--- src/rtl/addsub_fu.sv ---
// addsub_fu: tagged add/subtract functional unit for the Tomasulo cluster.
// Two-stage datapath (operand condition/invert, then add with carry-in),
// followed by a circular result queue that is drained onto the common data
// bus under a request/grant handshake. A credit counter covering E1, E2 and
// the queue keeps the pipeline stall-free: every accepted op owns a slot.

module addsub_fu #(
   parameter int WIDTH = 32,
   parameter int TAG_W = 4,
   parameter int DEPTH = 2
) (
   input  logic             clk,
   input  logic             nRST,
   input  logic             flush,
   input  logic             issue_valid,
   output logic             issue_ready,
   input  logic [1:0]       issue_op,
   input  logic [TAG_W-1:0] issue_tag,
   input  logic [WIDTH-1:0] issue_a,
   input  logic [WIDTH-1:0] issue_b,
   output logic             cdb_req,
   input  logic             cdb_grant,
   output logic [TAG_W-1:0] cdb_tag,
   output logic [WIDTH-1:0] cdb_data,
   output logic             cdb_ovf
);

   localparam int PTR_W = (DEPTH > 1) ? $clog2(DEPTH) : 1;
   localparam int CNT_W = $clog2(DEPTH + 1);

   localparam logic [1:0] OP_ADD  = 2'b00;
   localparam logic [1:0] OP_SUB  = 2'b01;
   localparam logic [1:0] OP_RSUB = 2'b10;
   localparam logic [1:0] OP_PASS = 2'b11;

   localparam logic [PTR_W-1:0] PTR_LAST = PTR_W'(DEPTH - 1);
   localparam logic [CNT_W-1:0] CNT_FULL = CNT_W'(DEPTH);

   // Occupancy view of the credit counter; only visible through ready/req.
   typedef enum logic [1:0] {
      ST_IDLE = 2'b00,
      ST_BUSY = 2'b01,
      ST_FULL = 2'b10
   } status_t;

   // x + y' + cin truncated to WIDTH; the carry-out is intentionally dropped.
   function automatic logic [WIDTH-1:0] add_cin(
      input logic [WIDTH-1:0] x,
      input logic [WIDTH-1:0] y,
      input logic             cin
   );
      return x + y + WIDTH'(cin);
   endfunction

   // Two's-complement overflow: like-signed inputs producing a sum of the
   // other sign. PASS never overflows.
   function automatic logic signed_ovf(
      input logic [WIDTH-1:0] x,
      input logic [WIDTH-1:0] y,
      input logic [WIDTH-1:0] sum,
      input logic             pass
   );
      return !pass && (x[WIDTH-1] == y[WIDTH-1]) && (sum[WIDTH-1] != x[WIDTH-1]);
   endfunction

   // Advance a queue pointer, wrapping modulo DEPTH (DEPTH need not be 2^n).
   function automatic logic [PTR_W-1:0] ptr_inc(input logic [PTR_W-1:0] p);
      return (p == PTR_LAST) ? {PTR_W{1'b0}} : (p + PTR_W'(1));
   endfunction

   // ---------------- state ----------------
   logic             e1_valid_q, e1_valid_d;
   logic [WIDTH-1:0] e1_x_q,     e1_x_d;
   logic [WIDTH-1:0] e1_y_q,     e1_y_d;
   logic             e1_cin_q,   e1_cin_d;
   logic             e1_pass_q,  e1_pass_d;
   logic [TAG_W-1:0] e1_tag_q,   e1_tag_d;

   logic             e2_valid_q, e2_valid_d;
   logic [WIDTH-1:0] e2_sum_q,   e2_sum_d;
   logic             e2_ovf_q,   e2_ovf_d;
   logic [TAG_W-1:0] e2_tag_q,   e2_tag_d;

   logic [WIDTH-1:0] q_data_q [DEPTH];
   logic [WIDTH-1:0] q_data_d [DEPTH];
   logic [TAG_W-1:0] q_tag_q  [DEPTH];
   logic [TAG_W-1:0] q_tag_d  [DEPTH];
   logic             q_ovf_q  [DEPTH];
   logic             q_ovf_d  [DEPTH];

   logic [PTR_W-1:0] wr_ptr_q, wr_ptr_d;
   logic [PTR_W-1:0] rd_ptr_q, rd_ptr_d;
   logic [CNT_W-1:0] cnt_q,    cnt_d;

   // ---------------- combinational control ----------------
   status_t          status;
   logic [CNT_W-1:0] q_used;
   logic             accept;
   logic             pop;
   logic             wr_en;
   logic [WIDTH-1:0] e1_sum;

   // Classify the credit counter into idle / busy / full.
   always_comb begin
      status = ST_BUSY;
      if (cnt_q == {CNT_W{1'b0}}) begin
         status = ST_IDLE;
      end else if (cnt_q == CNT_FULL) begin
         status = ST_FULL;
      end else begin
         status = ST_BUSY;
      end
   end

   // Handshake decode: queue occupancy, ready, accept, pop and queue write.
   always_comb begin
      q_used      = cnt_q - CNT_W'(e1_valid_q) - CNT_W'(e2_valid_q);
      cdb_req     = (q_used != {CNT_W{1'b0}});
      // A full unit can still take an op on the edge its head is popped.
      issue_ready = (status != ST_FULL) || (cdb_req && cdb_grant);
      accept      = issue_valid && issue_ready && !flush;
      pop         = cdb_req && cdb_grant && !flush;
      wr_en       = e2_valid_q && !flush;
   end

   // Stage E1 next state: swap/invert operands and choose the carry-in.
   always_comb begin
      e1_valid_d = accept;
      e1_x_d     = e1_x_q;
      e1_y_d     = e1_y_q;
      e1_cin_d   = e1_cin_q;
      e1_pass_d  = e1_pass_q;
      e1_tag_d   = e1_tag_q;
      if (accept) begin
         e1_tag_d = issue_tag;
         case (issue_op)
            OP_ADD: begin
               e1_x_d    = issue_a;
               e1_y_d    = issue_b;
               e1_cin_d  = 1'b0;
               e1_pass_d = 1'b0;
            end
            OP_SUB: begin
               e1_x_d    = issue_a;
               e1_y_d    = ~issue_b;
               e1_cin_d  = 1'b1;
               e1_pass_d = 1'b0;
            end
            OP_RSUB: begin
               e1_x_d    = issue_b;
               e1_y_d    = ~issue_a;
               e1_cin_d  = 1'b1;
               e1_pass_d = 1'b0;
            end
            OP_PASS: begin
               e1_x_d    = issue_a;
               e1_y_d    = {WIDTH{1'b0}};
               e1_cin_d  = 1'b0;
               e1_pass_d = 1'b1;
            end
            default: begin
               e1_x_d    = issue_a;
               e1_y_d    = issue_b;
               e1_cin_d  = 1'b0;
               e1_pass_d = 1'b0;
            end
         endcase
      end else begin
         e1_tag_d = e1_tag_q;
      end
   end

   // Stage E2 next state: the adder and overflow detect on E1's operands.
   always_comb begin
      e1_sum     = add_cin(e1_x_q, e1_y_q, e1_cin_q);
      e2_valid_d = e1_valid_q && !flush;
      if (e1_valid_q) begin
         e2_sum_d = e1_sum;
         e2_ovf_d = signed_ovf(e1_x_q, e1_y_q, e1_sum, e1_pass_q);
         e2_tag_d = e1_tag_q;
      end else begin
         e2_sum_d = e2_sum_q;
         e2_ovf_d = e2_ovf_q;
         e2_tag_d = e2_tag_q;
      end
   end

   // Result queue next state: write E2 at the tail, pop the head, count credits.
   always_comb begin
      q_data_d = q_data_q;
      q_tag_d  = q_tag_q;
      q_ovf_d  = q_ovf_q;
      if (wr_en) begin
         q_data_d[wr_ptr_q] = e2_sum_q;
         q_tag_d[wr_ptr_q]  = e2_tag_q;
         q_ovf_d[wr_ptr_q]  = e2_ovf_q;
         wr_ptr_d           = ptr_inc(wr_ptr_q);
      end else begin
         wr_ptr_d = wr_ptr_q;
      end
      if (pop) begin
         rd_ptr_d = ptr_inc(rd_ptr_q);
      end else begin
         rd_ptr_d = rd_ptr_q;
      end
      if (flush) begin
         wr_ptr_d = {PTR_W{1'b0}};
         rd_ptr_d = {PTR_W{1'b0}};
         cnt_d    = {CNT_W{1'b0}};
      end else begin
         cnt_d = cnt_q + CNT_W'(accept) - CNT_W'(pop);
      end
   end

   // CDB drive: present the queue head, zeros while nothing is requested.
   always_comb begin
      if (cdb_req) begin
         cdb_tag  = q_tag_q[rd_ptr_q];
         cdb_data = q_data_q[rd_ptr_q];
         cdb_ovf  = q_ovf_q[rd_ptr_q];
      end else begin
         cdb_tag  = {TAG_W{1'b0}};
         cdb_data = {WIDTH{1'b0}};
         cdb_ovf  = 1'b0;
      end
   end

   // Pipeline stage registers with asynchronous reset.
   always_ff @(posedge clk or negedge nRST) begin
      if (!nRST) begin
         e1_valid_q <= 1'b0;
         e1_x_q     <= {WIDTH{1'b0}};
         e1_y_q     <= {WIDTH{1'b0}};
         e1_cin_q   <= 1'b0;
         e1_pass_q  <= 1'b0;
         e1_tag_q   <= {TAG_W{1'b0}};
         e2_valid_q <= 1'b0;
         e2_sum_q   <= {WIDTH{1'b0}};
         e2_ovf_q   <= 1'b0;
         e2_tag_q   <= {TAG_W{1'b0}};
      end else begin
         e1_valid_q <= e1_valid_d;
         e1_x_q     <= e1_x_d;
         e1_y_q     <= e1_y_d;
         e1_cin_q   <= e1_cin_d;
         e1_pass_q  <= e1_pass_d;
         e1_tag_q   <= e1_tag_d;
         e2_valid_q <= e2_valid_d;
         e2_sum_q   <= e2_sum_d;
         e2_ovf_q   <= e2_ovf_d;
         e2_tag_q   <= e2_tag_d;
      end
   end

   // Result queue storage, pointers and credit counter with asynchronous reset.
   always_ff @(posedge clk or negedge nRST) begin
      if (!nRST) begin
         for (int i = 0; i < DEPTH; i++) begin
            q_data_q[i] <= {WIDTH{1'b0}};
            q_tag_q[i]  <= {TAG_W{1'b0}};
            q_ovf_q[i]  <= 1'b0;
         end
         wr_ptr_q <= {PTR_W{1'b0}};
         rd_ptr_q <= {PTR_W{1'b0}};
         cnt_q    <= {CNT_W{1'b0}};
      end else begin
         q_data_q <= q_data_d;
         q_tag_q  <= q_tag_d;
         q_ovf_q  <= q_ovf_d;
         wr_ptr_q <= wr_ptr_d;
         rd_ptr_q <= rd_ptr_d;
         cnt_q    <= cnt_d;
      end
   end

endmodule

--- config.mk ---
export PLATFORM = sky130hd
export DESIGN_NAME = addsub_fu
export DESIGN_NICKNAME = d
export VERILOG_FILES = /design/src/rtl/addsub_fu.sv
export SDC_FILE = /design/constraint.sdc
export NUM_CORES = 1
export LEC_CHECK = 0
export ABC_AREA = 1
export BUFFER_PORTS_ARGS = -buffer_cell sky130_fd_sc_hd__buf_2
export CAP_MARGIN = 20
export CORE_ASPECT_RATIO = 0.6
export CORE_MARGIN = 4
export CORE_UTILIZATION = 48
export DETAILED_ROUTE_END_ITERATION = 7
export PLACE_DENSITY = 0.7
export SETUP_SLACK_MARGIN = 0.05
export SLEW_MARGIN = 40
export SYNTH_ARGS = -nofsm -noshare
export SYNTH_HDL_FRONTEND = slang
export SYNTH_SLANG_ARGS = --single-unit
--- constraint.sdc ---
create_clock -name clk -period 2.8 [get_ports clk]
set_input_delay 0.14 -clock clk [delete_from_list [all_inputs] [get_ports clk]]
set_output_delay 0.14 -clock clk [all_outputs]
set_load 0.01 [all_outputs]
== Word-level counts from Yosys, hierarchy flattened ==
Index checks and enable logic that the tools add are counted.
Word-level totals
  bits in registers: 187
  bits of input ports: 75
  word-level logic and storage cells: 96
Operators by class
  $add $sub $neg: 8
  order comparisons: 3
  equal/unequal tests: 7
  multiplexer cells: 34
  bitwise logic cells: 4
  reductions and logical operators: 21
Operators with widths (count)
  $mux 32: 5
  $pmux 32 s4: 1
  $bwmux 64: 1
  $not 32->32: 2
  $pmux 32 s2: 1
  $add 32x1->32: 1
  $add 32x32->32: 1
  $demux 32 s1: 1
  $mux 4: 5
  $mux 1: 11
  $logic_and 1x1->1: 9
  $bwmux 8: 1
  $eq 2x2->1 const B: 3
  $mux 2: 3
  $reduce_bool 2->1: 3
  $reduce_or 3->1: 2
  $sub 2x1->2: 3
  $demux 4 s1: 1
  $ge 2x2->1 const B: 2
  $logic_not 2->1: 2
  $not 1->2: 2
  $pmux 1 s2: 2
  $reduce_or 2->1: 2
  $add 1x1->1 const B: 2
  10 further kinds: 11

== Logic depth before layout (Yosys ltp) ==
  word-level depth: 10
  depth in mapped cells: 17
  mapped depth without buffers: 15

== Worst setup path after synthesis ==
OpenSTA, ideal clock, no wires.
  kind: register to register
  start: register e1_valid_q
  end: register cnt_q[1]
  arrival: 2713 ps
  required time: 2682 ps
  path slack: -31 ps
  cell stages (with the launch flop): 16
  buffers on the path: 2
  clock period less this slack: 2831 ps
  cell sequence: dfrtp_1 > fa_1 > inv_1 > ha_1 > xnor2_1 > nand3_2 > nand2_2 > nand3_2 > nand3_2 > buf_6 > buf_6 > ha_1 > inv_1 > ha_1 > xor2_1 > nor2_1
On the way
  cells in the longest elaborated chain, start to end: 10
  elaborated cells on any way between the ends: 11
RTL lines
  start, declared: line 72  | logic e1_valid_q, e1_valid_d;
  start signal, assigned: line 242  | e1_valid_q <= e1_valid_d;
  $sub 2x1->2 (2 in a row): line 117  | q_used = cnt_q - CNT_W'(e1_valid_q) - CNT_W'(e2_valid_q);
  $reduce_bool 2->1: line 118  | cdb_req = (q_used != {CNT_W{1'b0}});
  $logic_and 1x1->1: line 120  | issue_ready = (status != ST_FULL) || (cdb_req && cdb_grant);
  $logic_or 1x1->1: line 120
  named net issue_ready: line 16  | output logic issue_ready,
  $logic_and 1x1->1 (2 in a row): line 121  | accept = issue_valid && issue_ready && !flush;
  $add 2x1->2: line 211  | cnt_d = cnt_q + CNT_W'(accept) - CNT_W'(pop);
  $sub 2x1->2: line 211
  $mux 2: line 206  | if (flush) begin
  named net cnt_d[1]: line 93  | logic [CNT_W-1:0] cnt_q, cnt_d;
  end signal, assigned: line 265  | cnt_q <= {CNT_W{1'b0}};
  end signal, assigned: line 272  | cnt_q <= cnt_d;
  end, declared: line 93
The timed path passes the listed nets, and every way through them passes these cells.
A chain may end at the register's enable or synchronous reset.

== Worst setup path in the final report ==
  start: register e2_valid_q
  end: register cnt_q[1]
On the way
  cells in the longest elaborated chain, start to end: 9
  elaborated cells on any way between the ends: 10
RTL lines
  start, declared: line 79  | logic e2_valid_q, e2_valid_d;
  start signal, assigned: line 248  | e2_valid_q <= e2_valid_d;
  $sub 2x1->2 *: line 117
  $reduce_bool 2->1 *: line 118
  $logic_and 1x1->1 *: line 120, 122
  $logic_or 1x1->1: line 120
  $logic_and 1x1->1 (2 in a row): line 121
  $add 2x1->2: line 211
  $sub 2x1->2 *: line 211
  $mux 2 *: line 206
  named net cnt_d[1]: line 93
The timed path passes the listed nets; every way through them passes the cells marked *.

==> flow_summary.yaml <==
place:
  hpwl_um: 20400
  placed_cell_area_um2: 12000
  portBuffers: 113
  dp.cells: 2006
  place_congestion: 0.874
synthesis:
  avgSynthCellArea_um2: 6.82
  syn_area_um2: 11200
  ys_seq_area_share_pct: 41.9
  synthFlopType: "dfrtp_1"
  async_reset_ff_share_pct: 100
  syn_inst: 1638
  ys_ff_latch: 187
  synth_nets: 1755
  ys_types: 30
  post-synth-top-count-cell: "nand2_1"
  synth_area_leader_cell: "dfrtp_1"
  synth_area_leaders: "dfrtp_1 42%, nand2_1 24%, inv_1 8.0%"
  synthTopCellsByCount: "716 x nand2_1, 238 x inv_1, 187 x dfrtp_1, 162 x o21ai_0, 51 x nor2_1"
  synth_edf_count: 0
  synth_top_area_share_pct: 41.9
  yosysWarnings: 0
die:
  die_y_um: 126
  io_pins: 114
  start_util_pct: 49.8
  dieArea_um2: 25900
  rows: 42
  core_area_um2: 22400
  die_w_um: 205
worst_setup_path:
  cp_slowest_cell: "fa_1"
  worst_ep_required_time_ns: 3.16
  path_class: "reg -> reg"
  cp-start-kind: "register"
  critPathArrivalTime_ns: 3.10
  critPathMaxFanout: 5
  end_kind: "register"
  slowest_delay_ns: 0.50
  path_cells: "fa_1, inv_1, ha_4, nor2_4, or2_1, nand3_4, nand2_4, nand3_4, nand3_4, ha_4, inv_4, ha_4, xor2_1, nor2_1"
timing:
  slew_viol_final: 0
  timing.final.crit_share_pct: 97.9
  rsz0062_at_grt: "true"
  tns_ns: 0
  finalSetupViolCount: 0
  tightest_slew_ns: 0.710
  finalCriticalPeriod_ns: 2.74
  whs_ns: 0.0143
  hold_viol: 0
  finClkSkew_ns: 0.0136
  fmaxAchievable_mhz: 365
  slew_headroom_pct: 52.7
hold_path:
  hp-class: "in -> reg"
power:
  switchingPower_w: 0.00518
  combinationalPowerShare_pct: 45.5
  finalPower_w: 0.0121
  swShare_pct: 42.8
  p_per_area_nw_per_um2: 947
  p_leak_nw: 7.33
  max-vdd-ir-drop_uv: 583
  p_seq_share_pct: 34.2
  clockPowerShare_pct: 20.4
  intPower_w: 0.00694
clock_network:
  htree_levels: 4
  clock_latency_ns: 0.44
  clkTransAtPathRegs_ns: 0.08
  cts_buffers: 17
  cts_tree: "built"
  root_buffer: "clkbuf_16"
  cts.path.max_buffers: 2
  cts_sinks: 187
global_routing:
  grt_pass1_wl_um: 47000
  track_usage_pct: 21.8
  grt_pass1_vias: 9690
  antenna_found_initial: 0
  grt_max_degree: 99
  grt_overflow: 0
outcome:
  outcome: "finished, final reports clean"
layout:
  syn2layout_area_growth_pct: 14.5
  final_cell_area_um2: 12800
  layout-drive-gt1-share_pct: 11.5
  nNetsFinal: 1846
  diodes: 0
  stdcell_count: 2049
detailed_routing:
  drc_errors: 0
  wl_per_cell_um: 14.0
  ant_nets: 0
  vias: 10300
  routed_wl_um: 28700
  via_per_inst: 5.01
  drt_iter0_markers: 707
  first_pass_iters: 8
job:
  drv_cap: 0
==> cell type report <==
type | instances | area, µm²
well taps | 308 | 385
flip-flops and latches | 187 | 4680
repair buffers | 141 | 885
multi-input cells | 1140 | 5340
clock inverters | 13 | 150
inverters | 242 | 915
fillers | 2180 | 9640
clock buffers | 18 | 439
==> repair_timing <==
item | in CTS | in global routing
gates resized for setup | 2 | 17
buffers inserted | 0 | 3
pin swaps | 0 | 6
hold endpoints to repair | 65 | 0
hold buffers | 6 | 0
setup endpoints to repair | 38 | 107
gates cloned | 0 | 3
==> cells by family after synthesis <==
family                   share of synthesized area [%]
AND/OR/NAND/NOR                                   29.3
AO/OA/AOI/OAI                                     12.2
adder cells (fa/ha/maj)                           4.90
buffers and inverters                             11.2
XOR/XNOR                                         0.627
flip-flops                                        41.9
==> cell usage in the layout, fill, tap and decap left out, types with 4 or more instances in the layout <==
cell type | synthesis | routed
buf_4 | 0 | 16
a21oi_1 | 20 | 20
inv_6 | 0 | 4
o21ai_1 | 21 | 21
nand3b_1 | 4 | 4
o22ai_1 | 36 | 36
nand2_1 | 716 | 713
xnor2_1 | 7 | 6
nand3_1 | 50 | 49
nor2_1 | 51 | 50
dlygate4sd3_1 | 0 | 6
inv_8 | 0 | 4
buf_2 | 10 | 112
o21ai_2 | 10 | 10
dfrtp_1 | 187 | 187
ha_1 | 39 | 34
o21ai_0 | 162 | 162
clkbuf_16 | 0 | 19
inv_1 | 238 | 235
==> layer usage <==
layer | GRT usage [%] | up-vias | part of all wire, %
met1 | 32.2 | 4824 | 50
met4 | 3.07 | 0 | 0.47
met2 | 35.0 | 204 | 45
li1 | - | 5227 | -
met5 | 0 | - | 0
met3 | 3.52 | 15 | 4.2
==> path summary, 6_finish.rpt <==
| path | startpoint | end | slack [ns] | depth (start not counted) |
|---|---|---|---|---|
| setup / recovery | e2_valid_q | cnt_q[1] | 0.06 | 14 |
| hold / removal | issue_a[15] | e1_x_q[15] | 0.01 | 3 |
| setup reg to reg | e2_valid_q | cnt_q[1] | 0.06 | 14 |
| hold reg to reg | e1_tag_q[0] | e1_tag_q[0] | 0.49 | 2 |
| max in group asynchronous | nRST | q_data_q[54] | 1.73 | 3 |
| min in group asynchronous | nRST | e1_x_q[3] | 0.24 | 2 |
==> power groups by stage <==
stage / Sequential, W / Combinational (W) / Clock, W
2_1_floorplan: 0.00403 / 0.00365 / 0
6_report: 0.00414 / 0.00551 / 0.00247
3_3_place_gp: 0.00416 / 0.00499 / 0
5_1_grt: 0.00425 / 0.00631 / 0.00261
4_1_cts: 0.00413 / 0.00516 / 0.00250
3_5_place_dp: 0.00417 / 0.00511 / 0
==> critical path: cells and delay by family, from the launching register on <==
family                     cells  cell delay, ns
DFF                            1            0.43
adders and majority gates      4            1.11
and+or+nand+nor                7            0.82
buffers and inverters          2            0.15
xor gates and xnor gates       1            0.15
==> stage by stage <==
| step | utilization, % | worst slack (ns) |
|---|---|---|
| finish | 57.0 | 0.0580 |
| global route | 57.0 | -0.0719 |
| CTS | 56.3 | 0.0195 |
| detailed placement | 53.4 | 0.0127 |
| global placement | 53.4 | 0.0872 |
| floorplan | - | 0.00274 |
==> sequential cells by signal, indices dropped and copies added, names as in the netlist <==
signal	cells
cnt_q	2
e1_cin_q	1
e1_pass_q	1
e1_tag_q	4
e1_valid_q	1
e1_x_q	32
e1_y_q	32
e2_ovf_q	1
e2_sum_q	32
e2_tag_q	4
e2_valid_q	1
q_data_q	64
q_ovf_q	2
q_tag_q	8
rd_ptr_q	1
wr_ptr_q	1
Power figures use the tool's default switching activity.
